### src/rtl/branch_predict_unit_if.sv
// rtl/branch_predict_unit_if.sv - ID/EX branch predictor bus; BPU_PERF_CNT_EN adds br_cnt_o/miss_cnt_o.
interface branch_predict_unit_if #(
    parameter int PC_W = 32
) ();
    logic            ID_Branch_i;
    logic [PC_W-1:0] ID_pc_i;
    logic            EX_Branch_i;
    logic [PC_W-1:0] EX_pc_i;
    logic            EX_predict_i;
    logic            EX_zero_i;
    logic            ID_predict_o;
    logic            IF_ID_flush_o;
    logic            ID_EX_flush_o;
    logic [1:0]      next_pc_select_o;
`ifdef BPU_PERF_CNT_EN
    logic [31:0]     br_cnt_o;
    logic [31:0]     miss_cnt_o;
`endif

    modport master (
        output ID_Branch_i, ID_pc_i, EX_Branch_i, EX_pc_i, EX_predict_i, EX_zero_i,
        input  ID_predict_o, IF_ID_flush_o, ID_EX_flush_o, next_pc_select_o
`ifdef BPU_PERF_CNT_EN
        , input br_cnt_o, miss_cnt_o
`endif
    );

    modport slave (
        input  ID_Branch_i, ID_pc_i, EX_Branch_i, EX_pc_i, EX_predict_i, EX_zero_i,
        output ID_predict_o, IF_ID_flush_o, ID_EX_flush_o, next_pc_select_o
`ifdef BPU_PERF_CNT_EN
        , output br_cnt_o, miss_cnt_o
`endif
    );
endinterface

### src/rtl/branch_predict_unit.sv
// rtl/branch_predict_unit.sv - Bimodal saturating-counter branch predictor with flush/PC-select steering.
// Optional performance counters are enabled by defining BPU_PERF_CNT_EN.
module branch_predict_unit #(
    parameter int IDX_W = 4,
    parameter int CTR_W = 2,
    parameter int PC_W  = 32
) (
    input  logic                 clk_i,
    input  logic                 rst_i,
    branch_predict_unit_if.slave bpu
);
    localparam int                 ENTRIES = 2 ** IDX_W;
    localparam logic [CTR_W-1:0]   CTR_MAX = '1;
    localparam logic [CTR_W-1:0]   CTR_RST = CTR_W'(1) << (CTR_W - 1);

    logic [CTR_W-1:0] r_table [ENTRIES];

    logic [IDX_W-1:0] w_id_idx;
    logic [IDX_W-1:0] w_ex_idx;
    logic [CTR_W-1:0] w_ex_ctr;
    logic [CTR_W-1:0] w_ex_ctr_next;
    logic             w_id_predict;
    logic             w_id_taken;
    logic             w_ex_mis;
    logic             w_unused;

    assign w_id_idx = bpu.ID_pc_i[IDX_W+1:2];
    assign w_ex_idx = bpu.EX_pc_i[IDX_W+1:2];
    assign w_unused = ^{bpu.ID_pc_i[PC_W-1:IDX_W+2], bpu.ID_pc_i[1:0],
                        bpu.EX_pc_i[PC_W-1:IDX_W+2], bpu.EX_pc_i[1:0]};

    // Read is the registered value: a same-cycle EX write to this entry is not bypassed.
    assign w_id_predict = r_table[w_id_idx][CTR_W-1];
    assign w_id_taken   = bpu.ID_Branch_i & w_id_predict;
    assign w_ex_mis     = bpu.EX_Branch_i & (bpu.EX_predict_i ^ bpu.EX_zero_i);

    always_comb begin
        w_ex_ctr      = r_table[w_ex_idx];
        w_ex_ctr_next = w_ex_ctr;
        if (bpu.EX_zero_i) begin
            if (w_ex_ctr != CTR_MAX) begin
                w_ex_ctr_next = w_ex_ctr + CTR_W'(1);
            end
        end else if (w_ex_ctr != '0) begin
            w_ex_ctr_next = w_ex_ctr - CTR_W'(1);
        end
    end

    always_ff @(posedge clk_i) begin
        if (rst_i) begin
            for (int i = 0; i < ENTRIES; i++) begin
                r_table[i] <= CTR_RST;
            end
        end else if (bpu.EX_Branch_i) begin
            r_table[w_ex_idx] <= w_ex_ctr_next;
        end
    end

    // A resolved mispredict in EX squashes both younger stages, whatever ID wants.
    always_comb begin
        bpu.ID_predict_o     = w_id_predict;
        bpu.IF_ID_flush_o    = w_id_taken;
        bpu.ID_EX_flush_o    = 1'b0;
        bpu.next_pc_select_o = w_id_taken ? 2'b01 : 2'b00;
        if (w_ex_mis) begin
            bpu.IF_ID_flush_o    = 1'b1;
            bpu.ID_EX_flush_o    = 1'b1;
            bpu.next_pc_select_o = bpu.EX_predict_i ? 2'b10 : 2'b11;
        end
    end

`ifdef BPU_PERF_CNT_EN
    logic [31:0] r_br_cnt;
    logic [31:0] r_miss_cnt;

    always_ff @(posedge clk_i) begin
        if (rst_i) begin
            r_br_cnt   <= '0;
            r_miss_cnt <= '0;
        end else begin
            if (bpu.EX_Branch_i && (r_br_cnt != 32'hFFFF_FFFF)) begin
                r_br_cnt <= r_br_cnt + 32'd1;
            end
            if (w_ex_mis && (r_miss_cnt != 32'hFFFF_FFFF)) begin
                r_miss_cnt <= r_miss_cnt + 32'd1;
            end
        end
    end

    assign bpu.br_cnt_o   = r_br_cnt;
    assign bpu.miss_cnt_o = r_miss_cnt;
`endif
endmodule

### src/flat_wrapper.sv
// flat-port wrapper written by rule: the top's interface ports become plain ports
module branch_predict_unit_flat 
#(
    parameter int IDX_W = 4,
    parameter int CTR_W = 2,
    parameter int PC_W  = 32
)
  (clk_i, rst_i, bpu_ID_Branch_i, bpu_ID_pc_i, bpu_EX_Branch_i, bpu_EX_pc_i, bpu_EX_predict_i, bpu_EX_zero_i, bpu_ID_predict_o, bpu_IF_ID_flush_o, bpu_ID_EX_flush_o, bpu_next_pc_select_o);
  branch_predict_unit_if #(.PC_W(PC_W)) bpu_i ();
  input  logic clk_i;
  input  logic rst_i;
  input wire logic [$bits(bpu_i.ID_Branch_i)-1:0] bpu_ID_Branch_i;
  input wire logic [$bits(bpu_i.ID_pc_i)-1:0] bpu_ID_pc_i;
  input wire logic [$bits(bpu_i.EX_Branch_i)-1:0] bpu_EX_Branch_i;
  input wire logic [$bits(bpu_i.EX_pc_i)-1:0] bpu_EX_pc_i;
  input wire logic [$bits(bpu_i.EX_predict_i)-1:0] bpu_EX_predict_i;
  input wire logic [$bits(bpu_i.EX_zero_i)-1:0] bpu_EX_zero_i;
  output wire logic [$bits(bpu_i.ID_predict_o)-1:0] bpu_ID_predict_o;
  output wire logic [$bits(bpu_i.IF_ID_flush_o)-1:0] bpu_IF_ID_flush_o;
  output wire logic [$bits(bpu_i.ID_EX_flush_o)-1:0] bpu_ID_EX_flush_o;
  output wire logic [$bits(bpu_i.next_pc_select_o)-1:0] bpu_next_pc_select_o;
  assign bpu_i.ID_Branch_i = bpu_ID_Branch_i;
  assign bpu_i.ID_pc_i = bpu_ID_pc_i;
  assign bpu_i.EX_Branch_i = bpu_EX_Branch_i;
  assign bpu_i.EX_pc_i = bpu_EX_pc_i;
  assign bpu_i.EX_predict_i = bpu_EX_predict_i;
  assign bpu_i.EX_zero_i = bpu_EX_zero_i;
  assign bpu_ID_predict_o = bpu_i.ID_predict_o;
  assign bpu_IF_ID_flush_o = bpu_i.IF_ID_flush_o;
  assign bpu_ID_EX_flush_o = bpu_i.ID_EX_flush_o;
  assign bpu_next_pc_select_o = bpu_i.next_pc_select_o;
  branch_predict_unit #(.IDX_W(IDX_W), .CTR_W(CTR_W), .PC_W(PC_W)) u_core (.clk_i(clk_i), .rst_i(rst_i), .bpu(bpu_i));
endmodule
### config.mk
export PLATFORM = sky130hd
export DESIGN_NAME = branch_predict_unit_flat
export DESIGN_NICKNAME = d
export VERILOG_FILES = /design/src/rtl/branch_predict_unit_if.sv /design/src/rtl/branch_predict_unit.sv /design/src/flat_wrapper.sv
export SDC_FILE = /design/constraint.sdc
export NUM_CORES = 1
export LEC_CHECK = 0
export ABC_AREA = 1
export CORE_UTILIZATION = 32
export DETAILED_ROUTE_END_ITERATION = 8
export PLACE_DENSITY = 0.68
export SLEW_MARGIN = 5
export SYNTH_ARGS = -nofsm -noshare
export SYNTH_HDL_FRONTEND = slang
export SYNTH_SLANG_ARGS = --single-unit
### constraint.sdc
create_clock -name clk_i -period 1.74 [get_ports clk_i]
set_input_delay 0.348 -clock clk_i [delete_from_list [all_inputs] [get_ports clk_i]]
set_output_delay 0.348 -clock clk_i [all_outputs]
set_load 0.005 [all_outputs]
* Yosys cells after proc, flatten, opt, wreduce, memory -nomap -nowiden
Memories as Yosys holds them, arrays and structs flattened.
Index checks and enable logic that the tools add are counted.
** Storage, ports and cells
- Register bits :: 0
- Output and inout bits :: 5
- RAM bits :: 32
- Memories kept :: 1
- Word-level logic and storage cells :: 25
** Memories
- u_core.r_table :: depth 16, width 2, rd ports 2, clocked after memory_dff 0, write ports 16, line branch_predict_unit.sv:16 : logic [CTR_W-1:0] r_table [ENTRIES];
** Operators by class
- Muxes and demuxes :: 16
- Add/sub/neg operators :: 2
- Reductions and logical operators :: 2
- Equality and inequality tests :: 1
- Bitwise logic cells :: 3
** Operator list (count)
- 2-to-1 mux 1 bit :: 10
- 2-to-1 mux 2 bit :: 5
- 2-to-1 mux 4 bit :: 1
- adder 2 x 1 -> 2 bit, second input constant :: 1
- AND 1 bit :: 2
- != test 2 bit, second input constant :: 1
- nonzero test 2 bit :: 1
- OR reduction 2 bit :: 1
- subtractor 2 x 1 -> 2 bit, second input constant :: 1
- XOR 1 bit :: 1

* Longest topological paths before layout
Gate-level depths: netlist of run 1.
- Word-level depth :: 5
- Depth in mapped cells :: 14
- Mapped depth without buffers :: 11

* Worst setup path after synthesis of run 1
OpenSTA, ideal clock, no wires.
- Path type :: input -> register
- Start :: input port bpu_EX_pc_i[2]
- End :: memory u_core.r_table[12][1] (data pin)
- Arrival time :: 1416 ps
- Slack :: 65 ps
- Setup time :: 259 ps
- Stages on the path :: 14
- Path through :: buf_6 > inv_4 > buf_6 > nand2_2 > nand2_1 > nand2_1 > nand3_1 > nand2_1 > nand2_2 > nor2_4 > nand2_2 > nand2_4 > buf_12 > nand3_2
** RTL lines
- start: declaration :: line flat_wrapper.sv:15 : input wire logic [$bits(bpu_i.EX_pc_i)-1:0] bpu_EX_pc_i;
- end: declaration :: line branch_predict_unit.sv:16

==> results of run 1 <==
-- cells in the mapped netlist --
cell      instances
nand3_2          10
nor2_2            1
nand3b_1          2
inv_1            37
nor2_1           19
edfxtp_1         32
buf_12            2
buf_4             1
o21ai_0           5
nor3_1            2
nand2_2           9
nand2_1          96
or2_2             1
o211ai_1          3
clkbuf_1          2
a21oi_1          10
nand4_2           1
o21ai_1           1
inv_4             2
clkinv_1          1
buf_6             5
nand3_4           1
mux2i_1           1
nand3_1          16
nand2_4           2
a21oi_2           9
a21oi_4           1
nor2_4            2
-- how the worst min path moves through the flow --
stage,end,slack (ns),cells past startpoint,start
final,u_core.r_table[3][1],0.65,5,bpu_EX_pc_i[2]
after global placement,u_core.r_table[12][1],1.02,9,u_core.r_table[11][0]
after detailed placement,u_core.r_table[12][1],1.03,9,u_core.r_table[11][0]
after floorplan,u_core.r_table[0][1],0.58,2,bpu_EX_zero_i
after CTS,u_core.r_table[3][1],0.76,5,bpu_EX_pc_i[2]
after global routing,u_core.r_table[3][1],0.65,5,bpu_EX_pc_i[2]
-- where the power goes --
group,switching (mW),internal [mW]
sequential,0.00981,0.870
combinational,0.274,0.202
clock,0.261,0.278
total,0.545,1.35
-- metrics by stage --
step / hold WS (ns) / power (mW) / setup TNS (ns) / worst slack, ns
floorplan: 0.575 / 1.15 / 0 / 0.0653
global placement: 1.02 / 1.33 / -32.14 / -0.706
detailed placement: 1.03 / 1.34 / -34.12 / -0.747
CTS: 0.759 / 1.87 / -0.207 / -0.104
global route: 0.646 / 1.98 / -1.11 / -0.171
finish: 0.645 / 1.90 / -0.105 / -0.0580
-- logic make-up (layout without fill, tap and decap cells) --
family	after synthesis	after routing	synth area share
AO/OA/AOI/OAI	29	29	0.0892
AND/OR/NAND/NOR	162	162	0.352
multiplexers	1	1	0.00452
buffers and inverters	50	108	0.120
flip-flops	32	32	0.434
-- area by class of cell --
| type | instances | area share |
|---|---|---|
| Sequential cell | 32 | 0.329 |
| Clock buffer | 7 | 0.0261 |
| Tap cell | 77 | 0.0330 |
| Clock inverter | 1 | 0.00129 |
| Multi-Input combinational cell | 192 | 0.363 |
| Inverter | 40 | 0.0536 |
| Timing Repair Buffer | 60 | 0.194 |
-- routing by layer --
layer  GRT usage  vias up  part of all wire
li1            -      994                 -
met1       0.199      945              0.42
met2       0.295       58              0.48
met3      0.0467       15             0.069
met4      0.0724        0             0.032
met5           0        -                 0
-- worst max-delay path, delay by kind of cell, from the launching register on --
family	cells	cell delay, ns
flip-flops	1	0.44
buffers and inverters	1	0.12
AND/OR/NAND/NOR	5	0.36
AO/OA/AOI/OAI	3	0.25
-- repair_timing --
action,CTS,global route
gates cloned,1,1
setup endpoints to repair,63,41
pin swaps,8,16
gates resized for setup,37,24
==> impl_metrics.json, run 1 <==
{
  "post_drt_wl_per_cell_um": 14.2,
  "diodes": 0,
  "rsz0062_at_grt": "yes",
  "drive_above_1_share": 0.337,
  "fin_nets": 401,
  "avgViaCountPerCell": 4.92,
  "largest_register": "u_core.r_table",
  "core_um2": 6530,
  "worstMarginPinSlew_ns": 0.612,
  "detail-route-antenna-nets": 0,
  "setup_viol": 2,
  "dpl.hpwl_mm": 4.28,
  "area_growth_pct": 31.7,
  "fin_ws_ns": -0.0580,
  "first_global_vias": 1979,
  "die_h_um": 85.2,
  "syn_nets": 344,
  "reg2regPathDepth": 12,
  "top_regs": "u_core.r_table x32",
  "grt_pass1_wl_mm": 9.29,
  "place_area_um2": 2760,
  "fin_cells": 409,
  "fmax_ghz": 0.556,
  "syn_inst": 274,
  "leakage_nw": 1.27,
  "syn_area_um2": 2220,
  "numCtsBuffers": 5,
  "multiInputGateArea_um2": 1060,
  "vias": 2012,
  "ir_drop_mv": 0.318,
  "yosys_register_bits": 32,
  "synth_area_leaders": "edfxtp_1, nand2_1, inv_1",
  "dieArea_um2": 7260,
  "ctsHoldBuffers": 0,
  "floorplan.rows": 29,
  "worstSetupPathType": "reg -> out",
  "dr.pass1.iters": 4,
  "avgSynthCellArea_um2": 8.09,
  "path_clk_slew_ns": 0.07,
  "end_kind": "output port",
  "io_pins": 75,
  "grt_max_degree": 17,
  "start_util": 0.339,
  "gp_congestion": 0.844,
  "fin_worst_skew_ns": 0.00746,
  "hold_viol": 0,
  "grt_overflow": 0,
  "crit_fanout": 3,
  "final_common_cell": "nand2_1",
  "r2r_slack_ns": 0.03,
  "drc": 0,
  "crit_chain": "nand2_1 > o21ai_1 > a21oi_1 > o21ai_1 > nand3_1 > nand2_2 > nand3_2 > nand2_1 > buf_2",
  "utilization": 0.447,
  "status": "finished, violations left",
  "port-buffer-count": 18,
  "max_stage_delay_ns": 0.44,
  "layout_common_cells": "nand2_1, inv_1, edfxtp_1",
  "antenna_found_initial": 0,
  "htree_levels": 2,
  "crit_required_ns": 1.39,
  "critPathArrivalTime_ns": 1.45,
  "wl_mm": 5.82,
  "synth_top_area_cell": "edfxtp_1",
  "p_per_area_nw_per_um2": 649,
  "startpoint_type": "flop",
  "clk_latency_ns": 0.28,
  "fillers": 648,
  "yosys_warnings": 0,
  "grt_use_total": 0.171,
  "crit_start": "u_core.r_table[9][1]",
  "period_share": 1.03,
  "seq_area_um2": 961,
  "slew_violations": 0,
  "timing.rr.start": "u_core.r_table[5][1]",
  "largest_reg_flops": 32,
  "cts_setup_buffers": 0,
  "cts_tree": "yes",
  "die_w_um": 85.2,
  "worstSetupEndpoint": "bpu_next_pc_select_o[0]",
  "maxSlewHeadroom": 0.591,
  "synth_cell_type_count": 28,
  "design_area_um2": 2920,
  "cp_slowest_cell": "edfxtp_1",
  "hold_path.class": "in -> reg",
  "violations": "negative setup slack",
  "cts_max_path_buffers": 2,
  "synth_top_area_frac": 0.434,
  "clock_sink_count": 32,
  "dp_cells": 399,
  "yosysSeqAreaShare": 0.434,
  "root_buffer": "clkbuf_8",
  "reg2reg_to": "u_core.r_table[15][0]",
  "fin_crit_ns": 1.80,
  "drtIter0Drc": 134,
  "drv_cap": 0
}
(Power assumes the default switching activity.)
==> run 2: changes to the inputs <==
- SETUP_SLACK_MARGIN: unset -> 0.15
==> impl_metrics.json, run 2 (same netlist as run 1, synthesis figures left out) <==
{
  "ir_drop_mv": 0.243,
  "crit_fanout": 2,
  "first_global_vias": 2087,
  "drv_cap": 0,
  "final_common_cell": "nand2_1",
  "slew_violations": 0,
  "antenna_found_initial": 0,
  "place_area_um2": 2670,
  "avgViaCountPerCell": 4.97,
  "dieArea_um2": 7260,
  "io_pins": 75,
  "dpl.hpwl_mm": 3.96,
  "cts_max_path_buffers": 2,
  "path_clk_slew_ns": 0.07,
  "vias": 2064,
  "worstMarginPinSlew_ns": 0.602,
  "grt_pass1_wl_mm": 9.99,
  "grt_use_total": 0.183,
  "post_drt_wl_per_cell_um": 14.7,
  "crit_required_ns": 1.39,
  "maxSlewHeadroom": 0.598,
  "crit_chain": "inv_1 > a21oi_1 > o21ai_1 > nand3_1 > nand3b_1 > nand2_2 > buf_6 > nand2_2 > nand2_1 > buf_2",
  "drtIter0Drc": 164,
  "numCtsBuffers": 5,
  "wl_mm": 6.11,
  "utilization": 0.465,
  "cp_common_cell": "nand2_2",
  "max_stage_delay_ns": 0.43,
  "clk_latency_ns": 0.29,
  "fin_cells": 415,
  "drive_above_1_share": 0.408,
  "drc": 0,
  "critPathArrivalTime_ns": 1.52,
  "rsz0062_at_grt": "yes",
  "r2r_slack_ns": 0.01,
  "diodes": 0,
  "fin_ws_ns": -0.126,
  "startpoint_type": "flop",
  "largest_register": "u_core.r_table",
  "leakage_nw": 1.30,
  "setup_tns_ns": -0.308,
  "design_area_um2": 3040,
  "cp_num_buf_inv": 3,
  "period_share": 1.07,
  "p_per_area_nw_per_um2": 632,
  "cts_tree": "yes",
  "core_um2": 6530,
  "fin_crit_ns": 1.87,
  "dr.pass1.iters": 5,
  "root_buffer": "clkbuf_8",
  "end_kind": "output port",
  "setup_viol": 3,
  "die_w_um": 85.2,
  "layout_common_cells": "nand2_1, buf_4, inv_1",
  "floorplan.rows": 29,
  "die_h_um": 85.2,
  "violations": "negative setup slack",
  "fmax_ghz": 0.536,
  "start_util": 0.339,
  "fin_worst_skew_ns": 0.00436,
  "area_growth_pct": 37.1,
  "cp_top_family": "flip-flops",
  "port-buffer-count": 18,
  "fillers": 631,
  "clock_sink_count": 32,
  "fin_nets": 408,
  "hold_path.class": "in -> reg",
  "worstSetupPathType": "reg -> out",
  "hold_viol": 0,
  "dp_cells": 395,
  "largest_reg_flops": 32,
  "status": "finished, violations left",
  "grt_max_degree": 17,
  "grt_overflow": 0,
  "detail-route-antenna-nets": 0,
  "htree_levels": 2,
  "top_regs": "u_core.r_table x32",
  "cp_slowest_cell": "edfxtp_1",
  "gp_congestion": 0.869
}
## run 2: cell types whose count changed in the layout (fill, tap and decap cells not counted), moves of 3 or more
cell,previous run,this run
buf_6,4,7
nor2_2,2,7
nand2_2,15,18
nand2_8,0,4
buf_12,6,2
buf_4,31,37
a21oi_2,14,17
buf_2,4,7
nor2_1,17,12
nand2_1,90,84
## run 2: worst paths after layout
| check | from | to | depth (start not counted) |
|---|---|---|---|
| worst max-delay path | u_core.r_table[5][1] | bpu_IF_ID_flush_o | 10 |
| worst min-delay path | bpu_EX_zero_i | u_core.r_table[7][1] | 4 |
| worst max register to register | u_core.r_table[5][1] | u_core.r_table[1][1] | 11 |
| worst min register to register | u_core.r_table[10][0] | u_core.r_table[7][1] | 8 |
## run 2: worst register-to-register path, cell delays in order, from the launching register on
cell and delay [ns]:
edfxtp_1 0.43, buf_4 0.16, nand2_2 0.05, nand2_1 0.05
nand2_1 0.06, nand2_1 0.06, nand2_2 0.09, nand2_2 0.07
nor2_4 0.16, nand2_4 0.12, nand2_8 0.13, nand3_1 0.09
## run 2: where the power goes
part	internal [mW]	switching [mW]	leakage, nW
sequential	0.870	0.0107	0.288
clock	0.264	0.276	0.0391
combinational	0.193	0.306	0.969
total	1.33	0.593	1.30
## run 2: through the flow
stage / hold slack (ns) / power (mW) / worst slack (ns)
4_1_cts: 0.625 / 1.89 / -0.125
2_1_floorplan: 0.570 / 1.15 / 0.0687
3_3_place_gp: 1.05 / 1.27 / -0.658
5_1_grt: 0.655 / 2.00 / -0.227
3_5_place_dp: 1.06 / 1.28 / -0.709
6_report: 0.652 / 1.92 / -0.126
## run 2: timing repair
item	in CTS	in global routing
setup endpoints to repair	69	59
gates cloned	3	1
setup buffers	7	2
hold buffers	0	0
pin swaps	21	11
resized for setup	80	16
## run 2: layout make-up
cell class / count / area [um2] / share of cell area
Multi-Input combinational cell: 194 / 1180 / 0.390
Clock inverter: 2 / 7.51 / 0.00247
Timing Repair Buffer: 65 / 562 / 0.185
Tap cell: 77 / 96.3 / 0.0317
Clock buffer: 5 / 68.8 / 0.0227
Inverter: 40 / 159 / 0.0523
Sequential cell: 32 / 961 / 0.316
## run 2: routing by layer
| metal | vias up | GRT usage | part of all wire |
|---|---|---|---|
| li1 | 1007 | - | - |
| met1 | 974 | 0.224 | 0.43 |
| met2 | 75 | 0.325 | 0.50 |
| met3 | 8 | 0.0389 | 0.064 |
| met4 | 0 | 0.0478 | 0.011 |
| met5 | - | 0 | 0 |
==> edit (config.mk and constraints of run 1) <==
`IDX_W` is set to 4 in 2 places; all go to 3.
--- a/src/rtl/branch_predict_unit.sv
+++ b/src/rtl/branch_predict_unit.sv
@@ -2,5 +2,5 @@
 // Optional performance counters are enabled by defining BPU_PERF_CNT_EN.
 module branch_predict_unit #(
-    parameter int IDX_W = 4,
+    parameter int IDX_W = 3,
     parameter int CTR_W = 2,
     parameter int PC_W  = 32
--- a/src/flat_wrapper.sv
+++ b/src/flat_wrapper.sv
@@ -2,5 +2,5 @@
 module branch_predict_unit_flat 
 #(
-    parameter int IDX_W = 4,
+    parameter int IDX_W = 3,
     parameter int CTR_W = 2,
     parameter int PC_W  = 32
Behaviour: not the same (a bounded check fails within 4 cycles, from zero or initial values).
==> edit against run 1 <==
The run still ends with setup timing left. Worst setup slack better by 0.043 ns. Routed wire length decreased by 54%. Sequential cell count decreased by 16. Critical path type unchanged. Area after synthesis is 51% lower. Cell area fell by 50%. Total power decreased by 55%. Count of clock-buffer cells in the layout decreased by 4. Via count fell by 47%.
==> edit: results (changes against run 1) <==
| Metric | Value |
|---|---|
| Peak VDD IR | 419.5 uV (+32%) |
| Status | complete, but fails checks |
| Hold Slack | 0.5985 ns (-0.04654 ns) |
| Crit-path max FO | 2 (-1) |
| Final HPWL DP | 1811 um (-58%) |
| CTS Buf Count | 3 (-2) |
| Post-synth EDFFs | 16 (-50%) |
| Reg2Reg Depth | 9 (-3) |
| Netlist cell types | 21 (-25%) |
| Resized Gates After CTS | 25 (-32%) |
| Crit Reg-Reg Endpoint | u_core.r_table[2][1] |
| Final wirelength | 2691 um (-54%) |
| Post-synth top cells | inv_1, nand2_1, nand3_1 |
| Fraction of registers with async set/reset | 0 (unchanged) |
| Cell count after placement | 217 (-46%) |
| Fin nets | 256 (-36%) |
| R2R setup slack | 0.22 ns (+0.19 ns) |
| Biggest regs | u_core.r_table (16) |
| Vias in the first global route | 1043 (-47%) |
| Largest stage delay, worst path | 0.43 ns |
| Clk_lat worst skew | 0.28 ns (about the same) |
| Top cells by area in the synthesized netlist | edfxtp_1, inv_1, nand2_1 |
| Port Buffers | 16 (-2) |
| Placed Area | 0.001354 mm2 (-51%) |
| Met1 Use GR | 0.1785 (-0.02037) |
| Post-route setup TNS | -0.01457 ns (+0.09071 ns) |
| Sequential share of the synthesized area | 0.4419 (+0.008234) |
| Share of layout cells above drive strength 1 | 0.2432 (-0.09411) |
| Met2 Use GR | 0.2983 (+0.002819) |
| Hold EP | u_core.r_table[4][1] |
| Failing checks | setup timing |
| Root Driver | clkbuf_4 |
| Measured slew at the worst slew-check pin | 0.2824 ns (-0.3297 ns) |
| Gate Count Post-Synth | 150 (-45%) |
| Clock Skews | 0.001080 ns (-0.006382 ns) |
| Reg clk slew, reported paths | 0.10 ns (+0.03 ns) |
| DR vias/cell | 4.668 (-5.1%) |
| Largest net degree at the start of global routing | 10 (-7) |
| Final Wtd Congestion | 0.7550 (-11%) |
| Arrival @ worst endpoint | 1.41 ns (-0.04 ns) |
| GRT Total Usage | 0.1658 (-0.005057) |
| Initial drt markers | 30 (-78%) |
| Leak pwr | 0.7068 nW (-44%) |
| Routing usage on met3 | 0.03247 (-0.01423) |
| DR vias | 1069 (-47%) |
| Hold_sp | bpu_EX_pc_i[3] |
| Reg2reg start | u_core.r_table[2][1] |
| Setup bufs post-CTS | 7 (+7) |
| First-pass GRT wire length | 4347 um (-53%) |
| Setup Viol. Count Final | 1 (-1) |
| Setup ws final | -0.01457 ns (+0.04347 ns) |
| CTS H-tree lvls | 1 (-1) |
| Fill cells | 331 (-49%) |
| Setup WS pre-CTS | -0.5441 ns (+0.2026 ns) |
| Crit path from | u_core.r_table[4][1] |
[edit: cells by family after synthesis]
kind of cell,after synthesis,synth area share
compound gates,14,0.07479
xor+xnor,1,0.008057
buf+inv,40,0.1496
flops,16,0.4419
simple gates,79,0.3257
[edit: per-layer routing]
layer | wire length, um | up-vias
li1 | - | 537
met1 | 1174 | 487
met2 | 1310 | 39
met3 | 159 | 6
met4 | 46 | 0
met5 | 0 | -
[edit: power by group]
group	total [W]	switching (W)	internal, W
sequential	0.000438	0.00000301	0.000435
combinational	0.000215	0.000122	0.0000928
clock	0.000200	0.000117	0.0000831
total	0.000854	0.000243	0.000611
[edit: area by class of cell]
type                    count  area, um2  share of cell area
well taps                  44      55.05             0.03751
flip-flops and latches     16      480.5              0.3274
inverters                  37      138.9             0.09463
multi-input cells          94      485.5              0.3308
repair buffers             34      281.5              0.1918
clock inverters             1      3.754            0.002558
clock buffers               3      22.52             0.01535
